<file path="src/rtl/bf_out_uart.sv">
// OUTP byte sink: FIFO-buffered UART transmitter (8N1, LSB first, idle high).
// Define BF_UART_PARITY_EN for an even-parity bit after data (8E1 framing).
module bf_out_uart #(
    parameter int CLK_DIV    = 16,
    parameter int FIFO_DEPTH = 16,
    parameter int FIFO_AW    = 4
) (
    input  logic               clk,
    input  logic               rst_n,
    input  logic               out_valid,
    input  logic [7:0]         out_data,
    output logic               out_ready,
    output logic               tx,
    output logic               busy,
    output logic               overflow,
    output logic [FIFO_AW:0]   level
);

    localparam int BW = $clog2(CLK_DIV);
    localparam logic [BW-1:0] BAUD_LAST = BW'(CLK_DIV - 1);
    localparam logic [FIFO_AW:0] FULL_LVL = (FIFO_AW + 1)'(FIFO_DEPTH);

    typedef enum logic [2:0] {
        IDLE,
        START,
        DATA,
        PARITY,
        STOP
    } state_t;

    state_t state_q, state_d;

    logic [BW-1:0]      baud_q, baud_d;
    logic [2:0]         bit_q, bit_d;
    logic [7:0]         shift_q, shift_d;
    logic               tx_d;
    logic               last;

    logic [7:0]         mem [FIFO_DEPTH];
    logic [FIFO_AW-1:0] wr_ptr, rd_ptr;
    logic [7:0]         head;
    logic               full, empty, push, pop;

`ifdef BF_UART_PARITY_EN
    logic par_q;
`endif

    assign full      = (level == FULL_LVL);
    assign empty     = (level == '0);
    assign out_ready = !full;
    assign push      = out_valid && !full;
    assign head      = mem[rd_ptr];
    assign busy      = (state_q != IDLE) || !empty;
    assign last      = (baud_q == BAUD_LAST);

    always_ff @(posedge clk) begin
        if (push) begin
            mem[wr_ptr] <= out_data;
        end
    end

    // Full is judged on the registered level, so a same-cycle pop cannot rescue a push.
    always_ff @(posedge clk) begin
        if (!rst_n) begin
            wr_ptr   <= '0;
            rd_ptr   <= '0;
            level    <= '0;
            overflow <= 1'b0;
        end else begin
            if (push) begin
                wr_ptr <= wr_ptr + 1'b1;
            end
            if (pop) begin
                rd_ptr <= rd_ptr + 1'b1;
            end
            unique case ({push, pop})
                2'b10:   level <= level + 1'b1;
                2'b01:   level <= level - 1'b1;
                default: level <= level;
            endcase
            if (out_valid && full) begin
                overflow <= 1'b1;
            end
        end
    end

    always_ff @(posedge clk) begin
        if (!rst_n) begin
            state_q <= IDLE;
            baud_q  <= '0;
            bit_q   <= '0;
            shift_q <= '0;
            tx      <= 1'b1;
        end else begin
            state_q <= state_d;
            baud_q  <= baud_d;
            bit_q   <= bit_d;
            shift_q <= shift_d;
            tx      <= tx_d;
        end
    end

`ifdef BF_UART_PARITY_EN
    always_ff @(posedge clk) begin
        if (!rst_n) begin
            par_q <= 1'b0;
        end else if (pop) begin
            par_q <= ^head;
        end
    end
`endif

    always_comb begin
        state_d = state_q;
        baud_d  = last ? '0 : baud_q + 1'b1;
        bit_d   = bit_q;
        shift_d = shift_q;
        pop     = 1'b0;
        unique case (state_q)
            IDLE: begin
                baud_d = '0;
                if (!empty) begin
                    pop     = 1'b1;
                    shift_d = head;
                    state_d = START;
                end
            end
            START: begin
                if (last) begin
                    bit_d   = '0;
                    state_d = DATA;
                end
            end
            DATA: begin
                if (last) begin
                    shift_d = {1'b0, shift_q[7:1]};
                    bit_d   = bit_q + 1'b1;
                    if (bit_q == 3'd7) begin
`ifdef BF_UART_PARITY_EN
                        state_d = PARITY;
`else
                        state_d = STOP;
`endif
                    end
                end
            end
`ifdef BF_UART_PARITY_EN
            PARITY: begin
                if (last) begin
                    state_d = STOP;
                end
            end
`endif
            STOP: begin
                // Chain straight into the next start bit when more bytes wait.
                if (last) begin
                    if (!empty) begin
                        pop     = 1'b1;
                        shift_d = head;
                        state_d = START;
                    end else begin
                        state_d = IDLE;
                    end
                end
            end
            default: begin
                state_d = IDLE;
                baud_d  = '0;
            end
        endcase
    end

    always_comb begin
        tx_d = 1'b1;
        unique case (state_d)
            START:   tx_d = 1'b0;
            DATA:    tx_d = shift_d[0];
`ifdef BF_UART_PARITY_EN
            PARITY:  tx_d = par_q;
`endif
            default: tx_d = 1'b1;
        endcase
    end

endmodule

</file>
<file path="config.mk">
export PLATFORM = sky130hd
export DESIGN_NAME = bf_out_uart
export DESIGN_NICKNAME = d
export VERILOG_FILES = /design/src/rtl/bf_out_uart.sv
export SDC_FILE = /design/constraint.sdc
export NUM_CORES = 1
export LEC_CHECK = 0
export BUFFER_PORTS_ARGS = -buffer_cell sky130_fd_sc_hd__clkbuf_2
export CORE_AREA = 3 3 115 161
export DETAILED_ROUTE_END_ITERATION = 8
export DIE_AREA = 0 0 118 164
export PLACE_DENSITY = 0.51
export SLEW_MARGIN = 20
export SYNTH_ARGS = -nofsm -noshare
export SYNTH_HDL_FRONTEND = slang
export SYNTH_SLANG_ARGS = --single-unit
</file>
<file path="constraint.sdc">
create_clock -name clk -period 3.3 [get_ports clk]
set_input_delay 0.495 -clock clk [delete_from_list [all_inputs] [get_ports clk]]
set_output_delay 0.495 -clock clk [all_outputs]
set_load 0.02 [all_outputs]
</file>
Word-level counts from Yosys, hierarchy flattened
Memory sizes are Yosys's and may differ from the RTL's. A register that Yosys moved wholly into a read port is not among the register bits. Cells that the tools add are included.

Register bits: 33. RAM bits: 128. Logic and storage cells: 70. Memories kept: 1.

Memories: mem (depth 16, width 8, read ports 1, clocked after Yosys merged registers in 1, write ports 1, line 39) `logic [7:0] mem [FIFO_DEPTH];`.

Add/sub/neg operators: 6. Equal/unequal tests: 13. Mux-type cells: 23. Bitwise gates (word level): 2. Reduce and logical (&&, ||, !) cells: 15.

Operators with widths (count): $mux 8 (3); $pmux 8 s3 (1); $mux 3 (7); $add 4x1->4 const B (3); $pmux 3 s4 (1); $pmux 5 s2 (1); $mux 4 (2); $eq 3x1->1 const B (2); $eq 3x2->1 const B (2); $eq 3x3->1 const B (2); $ne 2x2->1 const B (3); $pmux 3 s2 (1); $reduce_and 3->1 (2); $reduce_bool 3->1 (2); $reduce_or 3->1 (2); $add 5x1->5 const B (1); $eq 5x5->1 const B (1); $logic_not 5->1 (1); $mux 1 (5); $sub 5x1->5 const B (1); $eq 4x4->1 const B (1); $pmux 1 s2 (2); $reduce_bool 2->1 (2); $add 3x1->3 const B (1); other kinds (7) (10).

Longest topological paths before layout
Gate-level depths: netlist of the first run.

Depth after elaboration: 6. Gate-level depth with buffers: 12.

Least setup slack after synthesis of the first run
No wires, ideal clock.

Path kind: reg2reg. From: register level[2]. To: register level[4]. Data arrival time: 2.748 ns. Required time: 3.170 ns. Setup slack: 0.422 ns. Stages on the path, launching flop included: 12. Period minus slack after synthesis: 2.878 ns. Cells stage by stage: dfxtp_1 buf_2 nor4_4 a221oi_2 ha_1 clkbuf_1 xor2_1 ha_1 nor3_1 a221oi_1 nand4_1 nor3b_1.

Word-level cells in the longest chain between the ends: 6. Elaborated cells between the ends (all ways): 13.

RTL lines: start: declaration (line 16) `output logic [FIFO_AW:0] level`; start signal: assignment (line 77) `2'b10: level <= level + 1'b1;`; start signal: assignment (line 78) `2'b01: level <= level - 1'b1;`; start signal: assignment (line 79) `default: level <= level;`; $logic_not 5->1 * (line 49) `assign empty = (level == '0);`; $mux 1 * (line 122, 157); $mux 1 (line 156) `if (last) begin`; $pmux 1 s2 * (line 119) `unique case (state_q)`; named net pop (line 42) `logic full, empty, push, pop;`; $eq 2x1->1 or $eq 2x2->1 (tied branches) (line 76) `unique case ({push, pop})`; $pmux 5 s2 or $reduce_bool 2->1 (tied branches).

The timed path passes the listed nets; every way through them passes the cells marked *. A chain may end at the register's enable or synchronous reset.

Final worst setup path of the first run
From: register level[1]. To: register level[4].

The elaborated chain is that of the path after synthesis.

==> flow_results.xml, run 1 <==
<?xml version="1.0" encoding="UTF-8"?>
<metrics>
  <group name="placement">
    <metric name="dp_slack" unit="ps">468</metric>
    <metric name="post-dp-hpwl" unit="um">9140</metric>
    <metric name="globalplace.congestion" unit="">0.820</metric>
    <metric name="placed_cells" unit="">659</metric>
    <metric name="postPlaceCellArea" unit="mm^2">0.00720</metric>
    <metric name="port_buffers" unit="">19</metric>
  </group>
  <group name="drt">
    <metric name="vias" unit="">3582</metric>
    <metric name="dr.pass1.iters" unit="">4</metric>
    <metric name="drt_iter0_markers" unit="">265</metric>
    <metric name="drc_errors" unit="">0</metric>
    <metric name="number_of_nets_with_antenna_violations_after_routing" unit="">0</metric>
    <metric name="via_density_per_instance" unit="">5.18</metric>
    <metric name="final_routed_wire_length_divided_by_cell_count" unit="um">19.1</metric>
    <metric name="drt_wl_total" unit="um">13200</metric>
  </group>
  <group name="clock_tree">
    <metric name="tritoncts.num_buffers" unit="">17</metric>
    <metric name="cts_root_buffer" unit="">sky130_fd_sc_hd__clkbuf_16</metric>
    <metric name="cts_num_sinks" unit="">165</metric>
    <metric name="cts_max_level" unit="">4</metric>
    <metric name="tritoncts" unit="">done</metric>
    <metric name="worstSkewPairLatency" unit="ps">430</metric>
    <metric name="cts_setup_buffers" unit="">0</metric>
    <metric name="postCtsResizedCells" unit="">0</metric>
    <metric name="clk_transition_reported_paths" unit="ps">70</metric>
    <metric name="max-clock-path-buffers" unit="">2</metric>
    <metric name="ctsHoldBuffers" unit="">0</metric>
  </group>
  <group name="sta">
    <metric name="clock.fmax" unit="MHz">355</metric>
    <metric name="min_period" unit="ps">2820</metric>
    <metric name="report.final.setup_viol" unit="">0</metric>
    <metric name="post-route-worst-setup-slack" unit="ps">480</metric>
    <metric name="setup_repair_after_global_routing_missed_its_margin" unit="">no</metric>
    <metric name="worst_pin_slew" unit="ps">940</metric>
    <metric name="relative_slew_margins" unit="%">37.1</metric>
    <metric name="fin_worst_skew" unit="ps">11.7</metric>
    <metric name="report.final.slew_viol_count" unit="">0</metric>
    <metric name="finalSetupTns" unit="ps">0</metric>
    <metric name="final.period_utilization" unit="%">85.5</metric>
    <metric name="timing.final.hold_violations" unit="">0</metric>
  </group>
  <group name="floorplan">
    <metric name="top_level_ports" unit="">20</metric>
    <metric name="row_count" unit="">57</metric>
    <metric name="chipWidth" unit="um">118</metric>
    <metric name="core_area" unit="mm^2">0.0173</metric>
    <metric name="dieArea" unit="mm^2">0.0194</metric>
    <metric name="starting_density_of_the_core" unit="%">39.4</metric>
    <metric name="dieHeight" unit="um">164</metric>
  </group>
  <group name="synthesis">
    <metric name="synth_top_family_by_area" unit="">multiplexers</metric>
    <metric name="synthMuxAreaShare" unit="%">14.6</metric>
    <metric name="number_of_nets_in_the_synthesized_netlist" unit="">434</metric>
    <metric name="synth.yosys.warnings" unit="">0</metric>
    <metric name="postSynthAreaPerCell" unit="um^2">16.6</metric>
    <metric name="ys_ff_latch" unit="">165</metric>
    <metric name="asyncSetResetFlopFracSynth" unit="%">0</metric>
    <metric name="post_synth_xor_area_fraction" unit="%">1.41</metric>
    <metric name="yosys.area_share.simple" unit="%">7.76</metric>
    <metric name="synth.cell_area" unit="mm^2">0.00682</metric>
    <metric name="synth-edff-count" unit="">128</metric>
    <metric name="synth_sequential_area_ratio" unit="%">67.2</metric>
    <metric name="synth_compound_area_share" unit="%">4.42</metric>
    <metric name="synth_flop_cell" unit="">sky130_fd_sc_hd__edfxtp_1</metric>
    <metric name="post_synthesis_adder_cell_area_fraction" unit="%">2.02</metric>
    <metric name="post_synth_inst_count" unit="">412</metric>
    <metric name="yosys.cell_types.count" unit="">52</metric>
  </group>
  <group name="global_route">
    <metric name="grt_pass1_vias" unit="">3817</metric>
    <metric name="globalRouteOverflowTotal" unit="">0</metric>
    <metric name="grt_first_pass_wirelength" unit="um">21100</metric>
    <metric name="grt_start_max_net_pins" unit="">33</metric>
    <metric name="track_usage" unit="%">14.7</metric>
    <metric name="initial_antenna_violation_count" unit="">0</metric>
  </group>
  <group name="worst_setup_path">
    <metric name="cp_data_required_time" unit="ps">3580</metric>
    <metric name="worst_setup_path_start_kind" unit="">register</metric>
    <metric name="arrival" unit="ps">3100</metric>
    <metric name="setup.worst_path.end_class" unit="">register</metric>
    <metric name="worst-r2r-cell-count" unit="">9</metric>
    <metric name="crit_path_max_fanout" unit="">9</metric>
    <metric name="critical_path_class" unit="">register to register</metric>
  </group>
  <group name="finish">
    <metric name="n_antenna_cell" unit="">0</metric>
    <metric name="final_cell_count_no_fill" unit="">691</metric>
    <metric name="layout-area-overhead-vs-synth" unit="%">14.6</metric>
    <metric name="design.final.nets" unit="">464</metric>
    <metric name="layout_commonest_cell" unit="">sky130_fd_sc_hd__edfxtp_1</metric>
    <metric name="drive_above_1_share" unit="%">21.8</metric>
    <metric name="layout.cells.most_common_list" unit="">sky130_fd_sc_hd__edfxtp_1 (128), sky130_fd_sc_hd__nor2_1 (38), sky130_fd_sc_hd__dfxtp_1 (36), sky130_fd_sc_hd__nand2_1 (27), sky130_fd_sc_hd__mux4_2 (26)</metric>
    <metric name="post-route-cell-area" unit="mm^2">0.00782</metric>
  </group>
  <group name="pwr">
    <metric name="combPwrFrac" unit="%">21.6</metric>
    <metric name="powerDensity" unit="mW/mm^2">737</metric>
    <metric name="switching_power" unit="W">0.00174</metric>
    <metric name="switching_share_of_total_power" unit="%">30.1</metric>
    <metric name="max-vdd-ir-drop" unit="V">0.000349</metric>
    <metric name="power.total" unit="W">0.00577</metric>
    <metric name="power_leakage" unit="nW">2.63</metric>
    <metric name="sequentialPowerShare" unit="%">43.6</metric>
    <metric name="cell_internal_pwr" unit="W">0.00403</metric>
    <metric name="clkPwrFrac" unit="%">34.8</metric>
  </group>
  <group name="min_path">
    <metric name="timing.hold.worst_path_depth" unit="">3</metric>
    <metric name="worstHoldPathType" unit="">input port to register</metric>
  </group>
  <group name="outcome">
    <metric name="outcome" unit="">finished, final reports clean</metric>
  </group>
  <group name="job">
    <metric name="cap_viol_max_count" unit="">0</metric>
  </group>
</metrics>
[final cells by class]
cell class | instances | area, um^2
clock buffers | 17 | 425
clock inverters | 15 | 191
fillers | 1550 | 9510
inverters | 9 | 33.8
multi-input cells | 214 | 2060
flip-flops and latches | 165 | 4590
well taps | 236 | 295
repair buffers | 35 | 228
[Yosys cell counts, types with 2 or more instances]
master / number / area share [%]
sky130_fd_sc_hd__or3_1: 3 / 0.28
sky130_fd_sc_hd__o2bb2ai_1: 2 / 0.26
sky130_fd_sc_hd__a2111oi_0: 2 / 0.26
sky130_fd_sc_hd__mux4_1: 14 / 5.4
sky130_fd_sc_hd__buf_1: 2 / 0.11
sky130_fd_sc_hd__ha_1: 11 / 2.0
sky130_fd_sc_hd__a31oi_1: 2 / 0.18
sky130_fd_sc_hd__xnor2_1: 3 / 0.39
sky130_fd_sc_hd__a21oi_1: 5 / 0.37
sky130_fd_sc_hd__xor2_1: 8 / 1.0
sky130_fd_sc_hd__nand2b_1: 5 / 0.46
sky130_fd_sc_hd__buf_2: 6 / 0.44
sky130_fd_sc_hd__nand3b_1: 3 / 0.33
sky130_fd_sc_hd__edfxtp_1: 128 / 56
sky130_fd_sc_hd__mux4_2: 26 / 8.6
sky130_fd_sc_hd__a211o_1: 2 / 0.26
sky130_fd_sc_hd__nor2_1: 38 / 2.1
sky130_fd_sc_hd__nand3_1: 8 / 0.59
sky130_fd_sc_hd__and3_1: 4 / 0.37
sky130_fd_sc_hd__nand4_1: 4 / 0.37
sky130_fd_sc_hd__dfxtp_1: 37 / 11
sky130_fd_sc_hd__buf_12: 2 / 0.59
sky130_fd_sc_hd__and2_1: 2 / 0.18
sky130_fd_sc_hd__a22oi_1: 8 / 0.88
sky130_fd_sc_hd__nor3_1: 8 / 0.59
sky130_fd_sc_hd__clkbuf_1: 12 / 0.66
sky130_fd_sc_hd__inv_1: 9 / 0.50
sky130_fd_sc_hd__nand2_1: 27 / 1.5
sky130_fd_sc_hd__o311ai_1: 2 / 0.26
sky130_fd_sc_hd__nor3b_1: 2 / 0.22
sky130_fd_sc_hd__o21ai_0: 2 / 0.15
sky130_fd_sc_hd__buf_6: 2 / 0.33
sky130_fd_sc_hd__mux2i_1: 4 / 0.59
[cells by family after synthesis]
group                      count (synthesis)
AOI/OAI and AO/OA                         38
xor gates and xnor gates                  11
adders and majority gates                 11
buffers and inverters                     33
DFF                                      165
muxes                                     44
and+or+nand+nor                          110
[routing by layer]
metal	wire length, um	part of all wire, %	track usage, %
met1	5290	40	15.9
met2	7280	55	27.5
met3	413	3.1	3.69
met4	218	1.7	5.71
met5	0	0	0
[power groups by stage]
stage | combinational (W) | sequential [W] | clock (W)
2_1_floorplan | 0.000968 | 0.00253 | 0
3_5_place_dp | 0.00127 | 0.00256 | 0
4_1_cts | 0.00128 | 0.00251 | 0.00205
5_1_grt | 0.00137 | 0.00253 | 0.00213
3_3_place_gp | 0.00127 | 0.00255 | 0
6_report | 0.00125 | 0.00251 | 0.00201
[worst paths after layout]
path                                start                      end  slack (ps)
setup reg to reg    level[1]$_SDFFE_PN0P_    level[4]$_SDFFE_PN0P_         480
hold / removal                  out_valid    overflow$_SDFFE_PN0P_         430
hold reg to reg   shift_q[2]$_SDFFE_PN0P_  shift_q[2]$_SDFFE_PN0P_         440
setup / recovery    level[1]$_SDFFE_PN0P_    level[4]$_SDFFE_PN0P_         480
[sequential cells by signal, indices dropped and copies added (netlist names), named ones only]
register	count
baud_q	4
bit_q	3
level	5
mem	128
overflow	1
rd_ptr	4
shift_q	8
state_q	3
tx	1
wr_ptr	4
[worst max-delay path, stage by stage, from the launching register on]
cell	delay (ps)
sky130_fd_sc_hd__dfxtp_1	430
sky130_fd_sc_hd__nor4_4	520
sky130_fd_sc_hd__a221oi_2	160
sky130_fd_sc_hd__ha_1	220
sky130_fd_sc_hd__ha_1	370
sky130_fd_sc_hd__a21oi_1	90
sky130_fd_sc_hd__a211o_1	280
sky130_fd_sc_hd__a221oi_1	330
sky130_fd_sc_hd__nand4_1	130
sky130_fd_sc_hd__nor3b_1	150
[stage by stage]
step	utilization (%)	hold WS, ps
floorplan	-	407
global placement	41.5	427
detailed placement	41.5	430
CTS	45.1	411
global route	45.1	449
finish	45.1	428
No activity file was read; power rests on OpenSTA's default activity.
==> run 2, diff against run 1 <==
--- a/config.mk
+++ b/config.mk
@@ -6,10 +6,12 @@
 export NUM_CORES = 1
 export LEC_CHECK = 0
 export BUFFER_PORTS_ARGS = -buffer_cell sky130_fd_sc_hd__clkbuf_2
-export CORE_AREA = 3 3 115 161
+export CELL_PAD_IN_SITES_DETAIL_PLACEMENT = 1
+export CELL_PAD_IN_SITES_GLOBAL_PLACEMENT = 1
+export CORE_AREA = 3 3 103 145
 export DETAILED_ROUTE_END_ITERATION = 8
-export DIE_AREA = 0 0 118 164
-export PLACE_DENSITY = 0.51
+export DIE_AREA = 0 0 106 148
+export PLACE_DENSITY = 0.7
 export SLEW_MARGIN = 20
 export SYNTH_ARGS = -nofsm -noshare
 export SYNTH_HDL_FRONTEND = slang
==> flow_results.xml, run 2 (synthesized netlist as in run 1, its figures left out) <==
<?xml version="1.0" encoding="UTF-8"?>
<metrics>
  <group name="finish">
    <metric name="drive_above_1_share" unit="%">22.1</metric>
    <metric name="layout-area-overhead-vs-synth" unit="%">13.8</metric>
    <metric name="top_regs" unit="">mem x128, shift_q x8, level x5</metric>
    <metric name="layout_commonest_cell" unit="">sky130_fd_sc_hd__edfxtp_1</metric>
    <metric name="n_antenna_cell" unit="">0</metric>
    <metric name="max_flop_register" unit="">mem</metric>
    <metric name="layout.cells.most_common_list" unit="">sky130_fd_sc_hd__edfxtp_1 (128), sky130_fd_sc_hd__nor2_1 (38), sky130_fd_sc_hd__dfxtp_1 (36), sky130_fd_sc_hd__nand2_1 (27), sky130_fd_sc_hd__mux4_2 (26)</metric>
    <metric name="post_layout_util" unit="%">56.3</metric>
    <metric name="design.final.nets" unit="">467</metric>
    <metric name="largest_reg_flops" unit="">128</metric>
  </group>
  <group name="pwr">
    <metric name="combPwrFrac" unit="%">21.4</metric>
    <metric name="max-vdd-ir-drop" unit="V">0.000368</metric>
    <metric name="power.total" unit="W">0.00575</metric>
    <metric name="power_leakage" unit="nW">2.64</metric>
    <metric name="cell_internal_pwr" unit="W">0.00413</metric>
    <metric name="powerDensity" unit="mW/mm^2">740</metric>
    <metric name="switching_power" unit="W">0.00162</metric>
    <metric name="clkPwrFrac" unit="%">34.4</metric>
    <metric name="sequentialPowerShare" unit="%">44.1</metric>
    <metric name="switching_share_of_total_power" unit="%">28.1</metric>
  </group>
  <group name="clock_tree">
    <metric name="cts_root_buffer" unit="">sky130_fd_sc_hd__clkbuf_16</metric>
    <metric name="max-clock-path-buffers" unit="">2</metric>
    <metric name="worstSkewPairLatency" unit="ps">420</metric>
    <metric name="ctsHoldBuffers" unit="">0</metric>
    <metric name="postCtsResizedCells" unit="">0</metric>
    <metric name="clk_transition_reported_paths" unit="ps">70</metric>
    <metric name="cts_setup_buffers" unit="">0</metric>
    <metric name="tritoncts" unit="">done</metric>
    <metric name="cts_max_level" unit="">4</metric>
    <metric name="cts_num_sinks" unit="">165</metric>
    <metric name="tritoncts.num_buffers" unit="">17</metric>
  </group>
  <group name="worst_setup_path">
    <metric name="worstPathCellList" unit="">nor4_4 -&gt; a221oi_2 -&gt; ha_1 -&gt; ha_1 -&gt; a21oi_1 -&gt; a211o_1 -&gt; a221oi_1 -&gt; nand4_1 -&gt; nor3b_1</metric>
    <metric name="worst-r2r-cell-count" unit="">9</metric>
    <metric name="cp_data_required_time" unit="ps">3570</metric>
    <metric name="critical_path.slowest_cell" unit="">sky130_fd_sc_hd__nor4_4</metric>
    <metric name="critical_path_class" unit="">register to register</metric>
    <metric name="cp_common_cell" unit="">sky130_fd_sc_hd__ha_1</metric>
    <metric name="setup.worst_path.end_class" unit="">register</metric>
    <metric name="crit_path_max_fanout" unit="">9</metric>
    <metric name="worst_setup_path_start_kind" unit="">register</metric>
    <metric name="cpLargestDelayFamily" unit="">compound AO/OA/AOI/OAI gates</metric>
    <metric name="worst_path_largest_cell_delay" unit="ps">500</metric>
    <metric name="cp.depth" unit="">9</metric>
    <metric name="arrival" unit="ps">3100</metric>
    <metric name="crit_buf_inv" unit="">0</metric>
  </group>
  <group name="placement">
    <metric name="port_buffers" unit="">19</metric>
    <metric name="globalplace.congestion" unit="">0.833</metric>
    <metric name="post-dp-hpwl" unit="um">9740</metric>
  </group>
  <group name="sta">
    <metric name="finalHoldWorstSlack" unit="ps">441</metric>
    <metric name="final.period_utilization" unit="%">85.8</metric>
    <metric name="finalSetupTns" unit="ps">0</metric>
    <metric name="clock.fmax" unit="MHz">353</metric>
    <metric name="relative_slew_margins" unit="%">40.5</metric>
    <metric name="timing.final.hold_violations" unit="">0</metric>
    <metric name="setup_repair_after_global_routing_missed_its_margin" unit="">no</metric>
    <metric name="report.final.setup_viol" unit="">0</metric>
    <metric name="report.final.slew_viol_count" unit="">0</metric>
    <metric name="fin_worst_skew" unit="ps">10.4</metric>
    <metric name="min_period" unit="ps">2830</metric>
    <metric name="worst_pin_slew" unit="ps">889</metric>
  </group>
  <group name="min_path">
    <metric name="timing.hold.worst_path_depth" unit="">2</metric>
    <metric name="worstHoldPathType" unit="">register to register</metric>
  </group>
  <group name="outcome">
    <metric name="outcome" unit="">finished, final reports clean</metric>
  </group>
  <group name="global_route">
    <metric name="grt_pass1_vias" unit="">3941</metric>
    <metric name="grt_start_max_net_pins" unit="">30</metric>
    <metric name="globalRouteOverflowTotal" unit="">0</metric>
    <metric name="track_usage" unit="%">19.2</metric>
    <metric name="initial_antenna_violation_count" unit="">0</metric>
    <metric name="grt_first_pass_wirelength" unit="um">22300</metric>
  </group>
  <group name="floorplan">
    <metric name="starting_density_of_the_core" unit="%">49.5</metric>
    <metric name="core_area" unit="mm^2">0.0138</metric>
    <metric name="dieHeight" unit="um">148</metric>
    <metric name="top_level_ports" unit="">20</metric>
    <metric name="chipWidth" unit="um">106</metric>
    <metric name="dieArea" unit="mm^2">0.0157</metric>
    <metric name="row_count" unit="">51</metric>
  </group>
  <group name="drt">
    <metric name="drt_wl_total" unit="um">13900</metric>
    <metric name="number_of_nets_with_antenna_violations_after_routing" unit="">0</metric>
    <metric name="vias" unit="">3630</metric>
    <metric name="drc_errors" unit="">0</metric>
    <metric name="dr.pass1.iters" unit="">4</metric>
    <metric name="final_routed_wire_length_divided_by_cell_count" unit="um">21.6</metric>
    <metric name="via_density_per_instance" unit="">5.65</metric>
    <metric name="drt_iter0_markers" unit="">230</metric>
  </group>
  <group name="job">
    <metric name="cap_viol_max_count" unit="">0</metric>
  </group>
</metrics>
-- run 2: tightest hold or removal path: stages, from the launching register on --
cell	delay, ps
sky130_fd_sc_hd__dfxtp_1	310
sky130_fd_sc_hd__nand2_1	50
sky130_fd_sc_hd__nand2_1	40
-- run 2: per-stage QoR --
stage / instance area (um^2) / instances / setup WS, ps
floorplan: 6820 / 412 / 422
global placement: 7160 / 611 / 572
detailed placement: 7160 / 611 / 483
CTS: 7760 / 643 / 458
global route: 7760 / 643 / 135
finish: 7760 / 643 / 469
-- run 2: power by group through the flow --
stage               Clock, W  Sequential, W  Combinational [W]
CTS                  0.00203        0.00254            0.00125
detailed placement         0        0.00258            0.00125
global route         0.00214        0.00256            0.00135
global placement           0        0.00257            0.00121
finish               0.00198        0.00254            0.00123
floorplan                  0        0.00253           0.000968
-- run 2: metal layers --
layer	global-route usage [%]	routed length (um)	up-vias
met5	0	0	-
met4	8.17	351	0
met3	4.24	309	21
met2	34.2	7740	57
met1	22.4	5510	1863
li1	-	-	1689
-- run 2: layout make-up --
type / instances / area (um^2)
repair buffers: 38 / 250
well taps: 185 / 231
flip-flops and latches: 165 / 4590
fillers: 1310 / 6020
clock buffers: 20 / 479
clock inverters: 12 / 125
multi-input cells: 214 / 2060
inverters: 9 / 33.8
-- run 2: path summary, 6_finish.rpt --
check / start / endpoint / slack (ps)
hold / removal: shift_q[2]$_SDFFE_PN0P_ / shift_q[2]$_SDFFE_PN0P_ / 440
setup / recovery: level[1]$_SDFFE_PN0P_ / level[4]$_SDFFE_PN0P_ / 470
setup reg to reg: level[1]$_SDFFE_PN0P_ / level[4]$_SDFFE_PN0P_ / 470
hold reg to reg: shift_q[2]$_SDFFE_PN0P_ / shift_q[2]$_SDFFE_PN0P_ / 440
==> run 3, diff against run 2 <==
--- a/config.mk
+++ b/config.mk
@@ -11,6 +11,7 @@
 export CORE_AREA = 3 3 103 145
 export DETAILED_ROUTE_END_ITERATION = 8
 export DIE_AREA = 0 0 106 148
+export GPL_TIMING_DRIVEN = 0
 export PLACE_DENSITY = 0.7
 export SLEW_MARGIN = 20
 export SYNTH_ARGS = -nofsm -noshare
==> constraint.sdc (replaced) <==
create_clock -name clk -period 3.3 [get_ports clk]
set_input_delay 0.66 -clock clk [delete_from_list [all_inputs] [get_ports clk]]
set_output_delay 0.66 -clock clk [all_outputs]
set_load 0.02 [all_outputs]
==> flow_results.xml, run 3 (synthesized netlist as in run 1, its figures left out) <==
<?xml version="1.0" encoding="UTF-8"?>
<metrics>
  <group name="floorplan">
    <metric name="row_count" unit="">51</metric>
    <metric name="starting_density_of_the_core" unit="%">49.5</metric>
    <metric name="top_level_ports" unit="">20</metric>
    <metric name="dieArea" unit="mm^2">0.0157</metric>
    <metric name="core_area" unit="mm^2">0.0138</metric>
    <metric name="dieHeight" unit="um">148</metric>
    <metric name="chipWidth" unit="um">106</metric>
  </group>
  <group name="worst_setup_path">
    <metric name="ff2ff_setup_slack" unit="ps">360</metric>
    <metric name="critical_path.slowest_cell" unit="">sky130_fd_sc_hd__a221oi_1</metric>
    <metric name="critical_path_class" unit="">register to register</metric>
    <metric name="crit_buf_inv" unit="">3</metric>
    <metric name="cp_data_required_time" unit="ps">3640</metric>
    <metric name="timing.rr.start" unit="">level[2]$_SDFFE_PN0P_</metric>
    <metric name="worst-r2r-cell-count" unit="">12</metric>
    <metric name="setup.worst_path.end_class" unit="">register</metric>
    <metric name="worst_setup_path_start_kind" unit="">register</metric>
    <metric name="crit_path_max_fanout" unit="">10</metric>
    <metric name="worst_path_largest_cell_delay" unit="ps">400</metric>
    <metric name="r2r_end" unit="">level[4]$_SDFFE_PN0P_</metric>
    <metric name="cp_common_cell" unit="">sky130_fd_sc_hd__ha_1</metric>
    <metric name="worstPathCellList" unit="">buf_2 -&gt; nor4_4 -&gt; buf_4 -&gt; a221oi_4 -&gt; ha_1 -&gt; clkbuf_2 -&gt; xor2_1 -&gt; ha_1 -&gt; nor3_1 -&gt; a221oi_1 -&gt; a31oi_1 -&gt; nor3b_1</metric>
    <metric name="cpLargestDelayFamily" unit="">compound AO/OA/AOI/OAI gates</metric>
    <metric name="crit_startpoint" unit="">level[2]$_SDFFE_PN0P_</metric>
    <metric name="arrival" unit="ps">3280</metric>
  </group>
  <group name="sta">
    <metric name="fin_worst_skew" unit="ps">14.3</metric>
    <metric name="timing.final.hold_violations" unit="">0</metric>
    <metric name="setup_repair_after_global_routing_missed_its_margin" unit="">no</metric>
    <metric name="worst_pin_slew" unit="ps">1040</metric>
    <metric name="report.final.setup_viol" unit="">0</metric>
    <metric name="finalHoldWorstSlack" unit="ps">441</metric>
    <metric name="final.period_utilization" unit="%">89.1</metric>
    <metric name="report.final.slew_viol_count" unit="">0</metric>
    <metric name="relative_slew_margins" unit="%">30.3</metric>
    <metric name="finalSetupTns" unit="ps">0</metric>
    <metric name="min_period" unit="ps">2940</metric>
    <metric name="clock.fmax" unit="MHz">340</metric>
  </group>
  <group name="pwr">
    <metric name="powerDensity" unit="mW/mm^2">746</metric>
    <metric name="max-vdd-ir-drop" unit="V">0.000404</metric>
    <metric name="power_leakage" unit="nW">2.67</metric>
  </group>
  <group name="drt">
    <metric name="drt_iter0_markers" unit="">312</metric>
    <metric name="vias" unit="">3698</metric>
    <metric name="final_routed_wire_length_divided_by_cell_count" unit="um">22.8</metric>
    <metric name="drt_wl_total" unit="um">14900</metric>
    <metric name="via_density_per_instance" unit="">5.65</metric>
    <metric name="dr.pass1.iters" unit="">4</metric>
    <metric name="number_of_nets_with_antenna_violations_after_routing" unit="">0</metric>
    <metric name="drc_errors" unit="">0</metric>
  </group>
  <group name="finish">
    <metric name="max_flop_register" unit="">mem</metric>
    <metric name="layout.cells.most_common_list" unit="">sky130_fd_sc_hd__edfxtp_1 (128), sky130_fd_sc_hd__nor2_1 (38), sky130_fd_sc_hd__dfxtp_1 (37), sky130_fd_sc_hd__nand2_1 (27), sky130_fd_sc_hd__mux4_2 (26)</metric>
    <metric name="post-route-cell-area" unit="mm^2">0.00783</metric>
    <metric name="drive_above_1_share" unit="%">22.4</metric>
    <metric name="n_antenna_cell" unit="">0</metric>
    <metric name="largest_reg_flops" unit="">128</metric>
    <metric name="top_regs" unit="">mem x128, shift_q x8, level x5</metric>
    <metric name="layout-area-overhead-vs-synth" unit="%">14.7</metric>
    <metric name="design.final.nets" unit="">478</metric>
    <metric name="layout_commonest_cell" unit="">sky130_fd_sc_hd__edfxtp_1</metric>
  </group>
  <group name="clock_tree">
    <metric name="max-clock-path-buffers" unit="">2</metric>
    <metric name="clk_transition_reported_paths" unit="ps">70</metric>
    <metric name="worstSkewPairLatency" unit="ps">430</metric>
    <metric name="tritoncts.num_buffers" unit="">17</metric>
    <metric name="cts_root_buffer" unit="">sky130_fd_sc_hd__clkbuf_16</metric>
    <metric name="cts_max_level" unit="">4</metric>
    <metric name="cts_num_sinks" unit="">165</metric>
    <metric name="ctsHoldBuffers" unit="">0</metric>
    <metric name="tritoncts" unit="">done</metric>
  </group>
  <group name="global_route">
    <metric name="grt_first_pass_wirelength" unit="um">23600</metric>
    <metric name="track_usage" unit="%">20.8</metric>
    <metric name="initial_antenna_violation_count" unit="">0</metric>
    <metric name="grt_pass1_vias" unit="">3966</metric>
    <metric name="grt_start_max_net_pins" unit="">17</metric>
    <metric name="globalRouteOverflowTotal" unit="">0</metric>
  </group>
  <group name="placement">
    <metric name="port_buffers" unit="">19</metric>
    <metric name="post-dp-hpwl" unit="um">10200</metric>
    <metric name="postPlaceCellArea" unit="mm^2">0.00720</metric>
    <metric name="globalplace.congestion" unit="">0.766</metric>
  </group>
  <group name="min_path">
    <metric name="worstHoldPathType" unit="">register to register</metric>
    <metric name="timing.hold.worst_path_depth" unit="">2</metric>
    <metric name="holdCritStartpoint" unit="">shift_q[1]$_SDFFE_PN0P_</metric>
    <metric name="min_to" unit="">shift_q[1]$_SDFFE_PN0P_</metric>
  </group>
  <group name="job">
    <metric name="cap_viol_max_count" unit="">0</metric>
  </group>
  <group name="outcome">
    <metric name="outcome" unit="">finished, final reports clean</metric>
  </group>
</metrics>
## run 3: report_power, final
group	internal [W]	switching (W)	leakage [nW]	total [W]
clock	0.00111	0.000838	0.298	0.00194
combinational	0.000646	0.000764	0.911	0.00141
sequential	0.00240	0.0000841	1.46	0.00248
## run 3: metal layers
layer | track usage [%] | vias up | part of all wire (%)
met5 | 0 | - | 0
met4 | 7.00 | 0 | 1.5
met3 | 3.28 | 18 | 3.7
met2 | 38.6 | 74 | 56
met1 | 24.6 | 1890 | 38
li1 | - | 1716 | -
## run 3: what timing repair did
| item | 4_1_cts | 5_1_grt |
|---|---|---|
| pin swaps | 2 | 0 |
| setup buffers | 2 | 0 |
| gates cloned | 0 | 0 |
| setup endpoints to repair | 2 | 2 |
| resized for setup | 1 | 4 |
## run 3: layout make-up
cell class	count	area [um^2]
Buffer	24	146
Clock buffer	21	503
Clock inverter	11	83.8
Fill cell	1307	5960
Inverter	9	33.8
Multi-Input combinational cell	214	2100
Sequential cell	165	4580
Tap cell	185	231
Timing Repair Buffer	25	144
## run 3: worst max-delay path by stage
stage | endpoint | slack [ps] | depth (start not counted)
6_report | level[4]$_SDFFE_PN0P_ | 360 | 12
5_1_grt | level[4]$_SDFFE_PN0P_ | 50 | 11
4_1_cts | level[4]$_SDFFE_PN0P_ | 80 | 11
3_5_place_dp | level[4]$_SDFFE_PN0P_ | -280 | 11
3_3_place_gp | level[4]$_SDFFE_PN0P_ | -230 | 11
2_1_floorplan | level[4]$_SDFFE_PN0P_ | 420 | 11
## run 3: per-stage QoR
step / worst slack, ps / std cells / util (%) / power, W
4_1_cts: 83.2 / 654 / 56.7 / 0.00588
3_3_place_gp: -228 / 616 / 51.9 / 0.00384
6_report: 359 / 654 / 56.8 / 0.00583
3_5_place_dp: -284 / 620 / 52.3 / 0.00391
5_1_grt: 49.2 / 654 / 56.8 / 0.00610
2_1_floorplan: 422 / 412 / - / 0.00350
## run 3: tightest hold or removal path, stage by stage, from the launching register on
cell	delay, ps
sky130_fd_sc_hd__dfxtp_1	310
sky130_fd_sc_hd__nand2_1	50
sky130_fd_sc_hd__nand2_1	40
